--- src/rtl/imem_loader.sv ---
// Instruction-memory loader: assembles a big-endian byte stream into 32-bit words
// and writes them to consecutive word addresses while holding the CPU in reset.
module imem_loader #(
    parameter int unsigned DEPTH = 65,
    parameter int unsigned AW    = 32
) (
    input  logic          clk,
    input  logic          reset,
    input  logic          start,
    input  logic [6:0]    word_count,
    input  logic          byte_valid,
    input  logic [7:0]    byte_data,
    output logic          byte_ready,
    output logic          WE,
    output logic [AW-1:0] WA,
    output logic [31:0]   WD,
    output logic          busy,
    output logic          cpu_hold,
    output logic          done
);

    localparam int unsigned CW = (DEPTH < 2) ? 1 : $clog2(DEPTH + 1);

    typedef enum logic [1:0] {
        IDLE,
        LOAD,
        WRITE,
        DONE
    } state_t;

    state_t        state;
    logic [CW-1:0] count;
    logic [CW-1:0] addr;
    logic [1:0]    idx;

    logic          take_byte_c;
    logic [CW-1:0] addr_inc_c;

    // byte_ready is a registered copy of (state == LOAD), so it qualifies the handshake directly
    assign take_byte_c = byte_valid && byte_ready;
    assign addr_inc_c  = addr + CW'(1);

    // Single-process FSM; every output register is loaded with its next-state value
    always_ff @(posedge clk) begin
        if (reset) begin
            state      <= IDLE;
            count      <= '0;
            addr       <= '0;
            idx        <= '0;
            byte_ready <= 1'b0;
            WE         <= 1'b0;
            WA         <= '0;
            WD         <= '0;
            busy       <= 1'b0;
            cpu_hold   <= 1'b0;
            done       <= 1'b0;
        end else begin
            WE   <= 1'b0;
            done <= 1'b0;
            case (state)
                IDLE: begin
                    if (start) begin
                        addr <= '0;
                        idx  <= '0;
                        if (word_count == 7'd0) begin
                            count <= '0;
                            state <= DONE;
                            done  <= 1'b1;
                        end else begin
                            // Clamp so WA can never run past the end of the memory
                            if (32'(word_count) > DEPTH) begin
                                count <= CW'(DEPTH);
                            end else begin
                                count <= CW'(word_count);
                            end
                            state      <= LOAD;
                            byte_ready <= 1'b1;
                            busy       <= 1'b1;
                            cpu_hold   <= 1'b1;
                        end
                    end
                end
                LOAD: begin
                    if (take_byte_c) begin
                        case (idx)
                            2'd0:    WD[31:24] <= byte_data;
                            2'd1:    WD[23:16] <= byte_data;
                            2'd2:    WD[15:8]  <= byte_data;
                            default: WD[7:0]   <= byte_data;
                        endcase
                        idx <= idx + 2'd1;
                        if (idx == 2'd3) begin
                            state      <= WRITE;
                            byte_ready <= 1'b0;
                            WE         <= 1'b1;
                            WA         <= AW'(addr);
                        end
                    end
                end
                WRITE: begin
                    addr <= addr_inc_c;
                    if (addr_inc_c == count) begin
                        state    <= DONE;
                        done     <= 1'b1;
                        busy     <= 1'b0;
                        cpu_hold <= 1'b0;
                    end else begin
                        state      <= LOAD;
                        idx        <= '0;
                        byte_ready <= 1'b1;
                    end
                end
                DONE: begin
                    state <= IDLE;
                end
                default: begin
                    state <= IDLE;
                end
            endcase
        end
    end

endmodule

--- config.mk ---
export PLATFORM = sky130hd
export DESIGN_NAME = imem_loader
export DESIGN_NICKNAME = d
export VERILOG_FILES = /design/src/rtl/imem_loader.sv
export SDC_FILE = /design/constraint.sdc
export NUM_CORES = 1
export LEC_CHECK = 0
export BUFFER_PORTS_ARGS = -buffer_cell sky130_fd_sc_hd__buf_2
export CAP_MARGIN = 20
export CELL_PAD_IN_SITES_DETAIL_PLACEMENT = 0
export CELL_PAD_IN_SITES_GLOBAL_PLACEMENT = 2
export CORE_ASPECT_RATIO = 0.6
export CORE_MARGIN = 2
export CORE_UTILIZATION = 30
export DETAILED_ROUTE_END_ITERATION = 7
export GPL_TIMING_DRIVEN = 0
export PLACE_DENSITY_LB_ADDON = 0.2
export SYNTH_ARGS = -nofsm -noshare
export SYNTH_HDL_FRONTEND = slang
export SYNTH_SLANG_ARGS = --single-unit
--- constraint.sdc ---
create_clock -name clk -period 3.6 [get_ports clk]
set_input_delay 0.72 -clock clk [delete_from_list [all_inputs] [get_ports clk]]
set_output_delay 0.72 -clock clk [all_outputs]
set_load 0.01 [all_outputs]
==> results of run 1 <==
==> flip-flops by register name, summed over array words and instances, names as in the netlist <==
register    count
count           7
addr            7
state           2
WD             32
WA              7
idx             2
WE              1
cpu_hold        1
done            1
byte_ready      1
==> cell usage after synthesis, drive strengths merged (2+ instances only) <==
cell	n	share of area, %
a211oi	2	0.54
nand2b	4	0.89
nor3	6	1.1
a21oi	53	9.5
mux2	3	1.2
nand2	69	9.2
dfxtp	61	44
and3	6	1.7
nand3b	5	1.3
o21ai	5	0.89
clkbuf	17	2.3
inv	5	0.67
xnor2	3	0.94
a22oi	5	1.3
a21o	3	0.80
xor2	5	1.6
nor2	16	2.1
nand3	29	5.2
nor2b	2	0.45
buf	32	8.3
ha	5	2.2
==> per-stage QoR <==
step	util, %	total power [µW]	cells	hold slack [ns]	instance area [µm²]
after floorplan	-	804	373	0.443	2890
after global placement	36.7	850	551	0.441	3350
after detailed placement	36.7	850	551	0.448	3350
after CTS	39.8	1650	567	0.456	3630
after global routing	39.8	1700	567	0.466	3630
final	39.8	1630	567	0.452	3630
==> where the power goes <==
part	leakage, µW	total (µW)	internal, µW	switching [µW]
clock	0.000145	791	496	295
sequential	0.000493	696	687	8.39
combinational	0.000980	141	54.9	86.3
total	0.00162	1630	1240	389
==> worst max-delay path, cell delays in order, from the launching register on <==
cell and delay [ns]:
dfxtp_1 0.47, ha_1 0.28, nand2b_1 0.09, o211a_1 0.21, o32a_1 0.34, or4_1 0.40
buf_2 0.20, a2111oi_4 0.28
==> kinds of logic after synthesis <==
group / after synthesis
XOR/XNOR: 8
other: 1
multiplexers: 3
AND/OR/NAND/NOR: 141
buffers and inverters: 54
flip-flops: 61
AO/OA/AOI/OAI: 76
adder cells (fa/ha/maj): 5
==> per-layer routing <==
metal / part of all wire (%) / vias to the layer above
met5: 0 / -
met4: 1.3 / 0
met3: 4.8 / 9
met2: 40 / 59
met1: 54 / 1203
li1: - / 1333
==> area by class of cell <==
type,count,share of cell area (%)
multi-input combinational,258,37.4
sequential,61,33.7
timing repair buffer,62,8.55
buffer,49,8.18
clock buffer,11,6.97
tap,116,4.00
clock inverter,5,0.690
inverter,5,0.517
==> worst paths after layout <==
kind                   end    start  cells past startpoint
hold / removal      WD[31]   WD[31]                      2
setup / recovery  state[1]  addr[0]                      7
setup reg to reg  state[1]  addr[0]                      7
hold reg to reg     WD[31]   WD[31]                      2
==> cell usage in the layout, fill, tap and decap left out, types with 3 or more instances in the layout <==
cell type,synthesis,final
nand2_1,69,69
nor3_1,6,6
ha_1,5,5
buf_2,3,65
o21ai_0,4,4
dfxtp_1,61,61
a21o_1,3,3
nand2b_1,4,4
xor2_1,5,5
a22oi_1,5,5
xnor2_1,3,3
nor2_1,16,16
a21oi_1,53,53
conb_1,1,25
nand3_1,29,29
clkinv_2,0,5
clkbuf_16,0,9
nand3b_1,5,5
and3_1,4,4
mux2_2,3,3
buf_4,27,27
inv_1,5,5
clkbuf_1,17,17
==> results.md, run 1 <==
- NumNets Final: 470
- Status: completed
- RSZ-0062 raised after global routing: no
- Initial DRC Count: 110
- Compound-Gate Fraction of Synth Area: 16.2%
- Crit end category: flip-flop
- Max Buffers Root-to-Sink: 2
- Drt via density: 4.59
- Row count: 27
- DPL Wire Length: 5870 µm
- Setup TNS: 0 ns
- Pre-CTS setup slack: 1.27 ns
- Largest family of logic cells by synthesized area: simple AND/OR/NAND/NOR gates
- I/O pins: 88
- Area share of and/or/nand/nor cells after synthesis: 22.9%
- FF+latch count, synth: 61
- Worst-Margin Slew: 0.671 ns
- Worst clock skew: 0.00337 ns
- Synth Area in Adders: 2.23%
- Setup CP Type: reg2reg
- Max-slew violation count: 0
- Die area: 10200 µm²
- Die H: 78.9 µm
- Grt peak-use layer: met1
- Syn_area_per_cell: 8.03 µm²
- Antenna viol nets, final: 0
- GR Util met2: 21.0%
- Drt wl/cell: 13.6 µm
- Hold Buf Count CTS: 0
- Congestion Overflow GR: 0
- Post-CTS Setup Bufs: 0
- Die Width: 129 µm
- Number of setup violations in the final report: 0
- Critical Path Start Type: flip-flop
- # H-tree levels: 3
- Mux contribution to synthesized area: 1.20%
- Final min period: 2.37 ns
- Worst-Skew Late Latency: 0.32 ns
- Synth Flop Type: dfxtp_1
- Synth Area in XOR/XNOR: 2.50%
- Post-Synthesis Cells: 349
- Fraction of registers with async set/reset: 0%
- Max-cap violations: 0
- Share of the yosys chip area belonging to registers: 43.6%
- TritonCTS clock tree: yes
- Met1 GRT Util: 24.1%
- Synthesis Warnings: 0
- Area of the multi-input gates: 1360 µm²
- Total global-route track usage: 15.8%
- Share of cells above drive strength 1: 25.5%
- Power Density: 449 nW/µm²
- Worst path arrival time: 2.60 ns
- First-pass GRT wire length: 12200 µm
- DRC viols: 0
- Final Cycle Share: 65.9%
- R2R Setup Slk: 1.23 ns
- Crit path max fanout: 7
- Initial antenna violation count: 0
- CTS Buf Count: 9
- HP Class: reg2reg
- Reg area: 1220 µm²
- Vias in the first global route: 2318
- VDD IR max: 0.000258 V
- Leakage power: 0.00162 µW
- Root Driver: clkbuf_16
- Number of flops mapped to enable cells by yosys: 0
- Fillers: 961
- Max Clk Rate: 0.422 GHz
- Mapped Area: 2800 µm²
- TritonRoute pass-1 iters: 4
- Port bufs: 62
- Largest net degree at the start of global routing: 11
- Hold Violations, Final: 0
- Vias: 2604
- Worst EP required: 3.83 ns
- Core area: 9120 µm²
- Number of diodes: 0
- Syn-to-layout area delta: 29.4%
- Final RePlAce weighted congestion: 0.741
- Relative slew slack: 54.9%
- Drt total wl: 7690 µm
- Post-CTS sizing: 0
- Post-route setup slack: 1.23 ns
- Reg clk slew, reported paths: 0.05 ns
- Starting Density: 30.7%
- Count of cell types in the netlist: 39
- # clock sinks: 61
- Met3 usage: 4.25%
(Power assumes the default switching activity.)
==> run 2, diff against run 1 <==
- ABC_AREA: default -> 1
- CORE_UTILIZATION: 30 -> 27
- clock period: 3.6 -> 2.2 ns (I/O delays scaled with it)
==> results.md, run 2 <==
- Status: completed (unchanged)
- Drt wl/cell: 13.0 µm (was 13.6 µm)
- Reg2Reg Depth: 11 (was 7)
- Crit path max fanout: 6 (was 7)
- Leakage power: 0.00171 µW (was 0.00162 µW)
- Initial DRC Count: 149 (was 110)
- Worst path arrival time: 2.10 ns (was 2.60 ns)
- Worst hold start: word_count[4] (was WD[31])
- Final Cycle Share: 83.6% (was 65.9%)
- Syn-to-layout area delta: 29.8% (was 29.4%)
- TritonCTS clock tree: yes (unchanged)
- Relative slew slack: 55.5% (was 54.9%)
- Post-route cell area: 3680 µm² (was 3630 µm²)
- Vias: 2596 (was 2604)
- Hold Crit Endpoint: count[4] (was WD[31])
- DRC viols: 0 (unchanged)
- Power Density: 781 nW/µm² (was 449 nW/µm²)
- Max Clk Rate: 0.543 GHz (was 0.422 GHz)
- Number of flops mapped to enable cells by yosys: 0 (unchanged)
- Core area: 10100 µm² (was 9120 µm²)
- Worst clock skew: 0.00522 ns (was 0.00337 ns)
- Worst-Skew Late Latency: 0.33 ns (was 0.32 ns)
- Total global-route track usage: 15.1% (was 15.8%)
- Die H: 83.4 µm (was 78.9 µm)
- I/O pins: 88 (unchanged)
- Critical Path Start Type: flip-flop (unchanged)
- Commonest non-fill, non-tap cells in the layout: nand2_1, buf_2, dfxtp_1, a21oi_1, nor2_1 (was nand2_1, buf_2, dfxtp_1, a21oi_1, nand3_1)
- Die Width: 136 µm (was 129 µm)
- Drt total wl: 8110 µm (was 7690 µm)
- HP Class: in2reg (was reg2reg)
- Congestion Overflow GR: 0 (unchanged)
- NumNets Final: 507 (was 470)
- Reg clk slew, reported paths: 0.06 ns (was 0.05 ns)
- Max Buffers Root-to-Sink: 2 (unchanged)
- Setup TNS: 0 ns (unchanged)
- Placed Instance Area: 3400 µm² (was 3350 µm²)
- Final RePlAce weighted congestion: 0.783 (was 0.741)
- Port bufs: 61 (was 62)
- Max-slew violation count: 0 (unchanged)
- Number of flip-flops in the largest register: 32 (unchanged)
- Starting Density: 28.2% (was 30.7%)
- Setup CP Type: reg2reg (unchanged)
- Fraction of registers with async set/reset: 0% (unchanged)
- Row count: 28 (was 27)
- Biggest register: WD (unchanged)
- Pre-CTS setup slack: 0.381 ns (was 1.27 ns)
- Post-CTS sizing: 0 (unchanged)
- Initial antenna violation count: 0 (unchanged)
- Reg-to-Reg End: idx[1] (was state[1])
- Number of diodes: 0 (unchanged)
- Largest cells by area after synthesis: dfxtp_1, nand2_1, a21oi_1, buf_4, nand3_1 (was dfxtp_1, a21oi_1, nand2_1, buf_4, nand3_1)
- Share of cells above drive strength 1: 25.9% (was 25.5%)
- Post-synth top cells: nand2_1, dfxtp_1, a21oi_1, nor2_1, nand3_1 (was nand2_1, dfxtp_1, a21oi_1, nand3_1, buf_4)
- DPL Wire Length: 6250 µm (was 5870 µm)
- CTS Buf Count: 9 (unchanged)
- Root Driver: clkbuf_16 (unchanged)
- WHS Path Cells: 3 (was 2)
- Mapped Area: 2840 µm² (was 2800 µm²)
- Largest net degree at the start of global routing: 11 (unchanged)
- # H-tree levels: 3 (unchanged)
- Die area: 11400 µm² (was 10200 µm²)
- First-pass GRT wire length: 12900 µm (was 12200 µm)
- Synthesis Warnings: 0 (unchanged)
- TritonRoute pass-1 iters: 4 (unchanged)
- Synth area leader: dfxtp_1 (unchanged)
- FF+latch count, synth: 61 (unchanged)
- Drt via density: 4.17 (was 4.59)
- Max-cap violations: 0 (unchanged)
- Crit end category: flip-flop (unchanged)
- Final min period: 1.84 ns (was 2.37 ns)
- Post-route setup slack: 0.360 ns (was 1.23 ns)
- Count of cell types in the netlist: 29 (was 39)
- Synth Flop Type: dfxtp_1 (unchanged)
- Hold Buf Count CTS: 0 (unchanged)
- Worst EP required: 2.46 ns (was 3.83 ns)
- Post-CTS Setup Bufs: 0 (unchanged)
- R2R Setup Slk: 0.36 ns (was 1.23 ns)
- Number of setup violations in the final report: 0 (unchanged)
- VDD IR max: 0.000371 V (was 0.000258 V)
- Top-count cell post-synth: nand2_1 (unchanged)
- Post-Synthesis Cells: 387 (was 349)
- Fillers: 1091 (was 961)
- Worst-Margin Slew: 0.660 ns (was 0.671 ns)
- # clock sinks: 61 (unchanged)
- Hold Violations, Final: 0 (unchanged)
- Worst reg2reg path startpoint: addr[0] (unchanged)
- Share of the yosys chip area belonging to registers: 43.0% (was 43.6%)
- Vias in the first global route: 2368 (was 2318)
- Synth top area share: 43.0% (was 43.6%)
- Commonest non-fill, non-tap cell in the layout: nand2_1 (unchanged)
- Antenna viol nets, final: 0 (unchanged)
- Syn_area_per_cell: 7.33 µm² (was 8.03 µm²)
- RSZ-0062 raised after global routing: no (unchanged)
run 2: worst max path at each step:
stage | startpoint | endpoint | slack [ns] | depth (start not counted)
2_1_floorplan | addr[0] | byte_ready | 0.65 | 13
3_3_place_gp | word_count[5] | count[4] | 0.41 | 5
3_5_place_dp | word_count[5] | count[4] | 0.38 | 5
4_1_cts | addr[0] | idx[1] | 0.37 | 11
5_1_grt | addr[0] | idx[1] | 0.21 | 13
6_report | addr[0] | idx[1] | 0.36 | 11
run 2: area by class of cell:
type / count / area, µm² / share of cell area [%]
multi-input cells: 277 / 1320 / 35.8
flip-flops and latches: 61 / 1220 / 33.2
repair buffers: 61 / 305 / 8.29
plain buffers: 43 / 274 / 7.44
clock buffers: 10 / 229 / 6.22
well taps: 135 / 169 / 4.59
inverters: 30 / 113 / 3.06
clock inverters: 5 / 52.6 / 1.43
run 2: routing by layer:
| metal | vias to the layer above | GRT usage (%) | part of all wire [%] | routed length, µm |
|---|---|---|---|---|
| met3 | 6 | 4.70 | 5.4 | 438 |
| met5 | - | 0 | 0 | 0 |
| met1 | 1136 | 23.8 | 57 | 4660 |
| met4 | 0 | 4.83 | 0.78 | 63 |
| met2 | 62 | 18.6 | 36 | 2950 |
| li1 | 1392 | - | - | - |
run 2: worst max-delay path: stages, from the launching register on:
cell and delay (ns):
dfxtp_1 0.44, ha_1 0.26, nand2_2 0.11, nor2_2 0.16, nand3_2 0.11, nand3_1 0.10, nand2_1 0.06, nor2_2 0.16
nand2_4 0.10, nand3_2 0.09, nand2_2 0.05, a21oi_2 0.11
run 2: stage by stage:
stage	power, µW	instances	util (%)	hold WS, ns
final	2880	622	36.6	0.394
after global routing	3000	622	36.6	0.402
after CTS	2910	622	36.6	0.384
after detailed placement	1540	607	33.8	0.450
after global placement	1540	607	33.8	0.449
after floorplan	1430	411	-	0.445
run 2: power breakdown:
part / total (µW) / switching (µW) / internal (µW)
logic: 351 / 225 / 126
registers: 1170 / 28.9 / 1140
clock network: 1360 / 493 / 863
run 2: kinds of logic (layout without fill, tap and decap cells):
logic type	Yosys count	count (layout)	synth area share, %
flip-flops	61	61	43.0
other	1	25	0.132
AND/OR/NAND/NOR	174	174	27.3
XOR/XNOR	2	2	0.617
AO/OA/AOI/OAI	71	71	13.1
adder cells (fa/ha/maj)	5	5	2.20
buffers and inverters	73	149	13.6
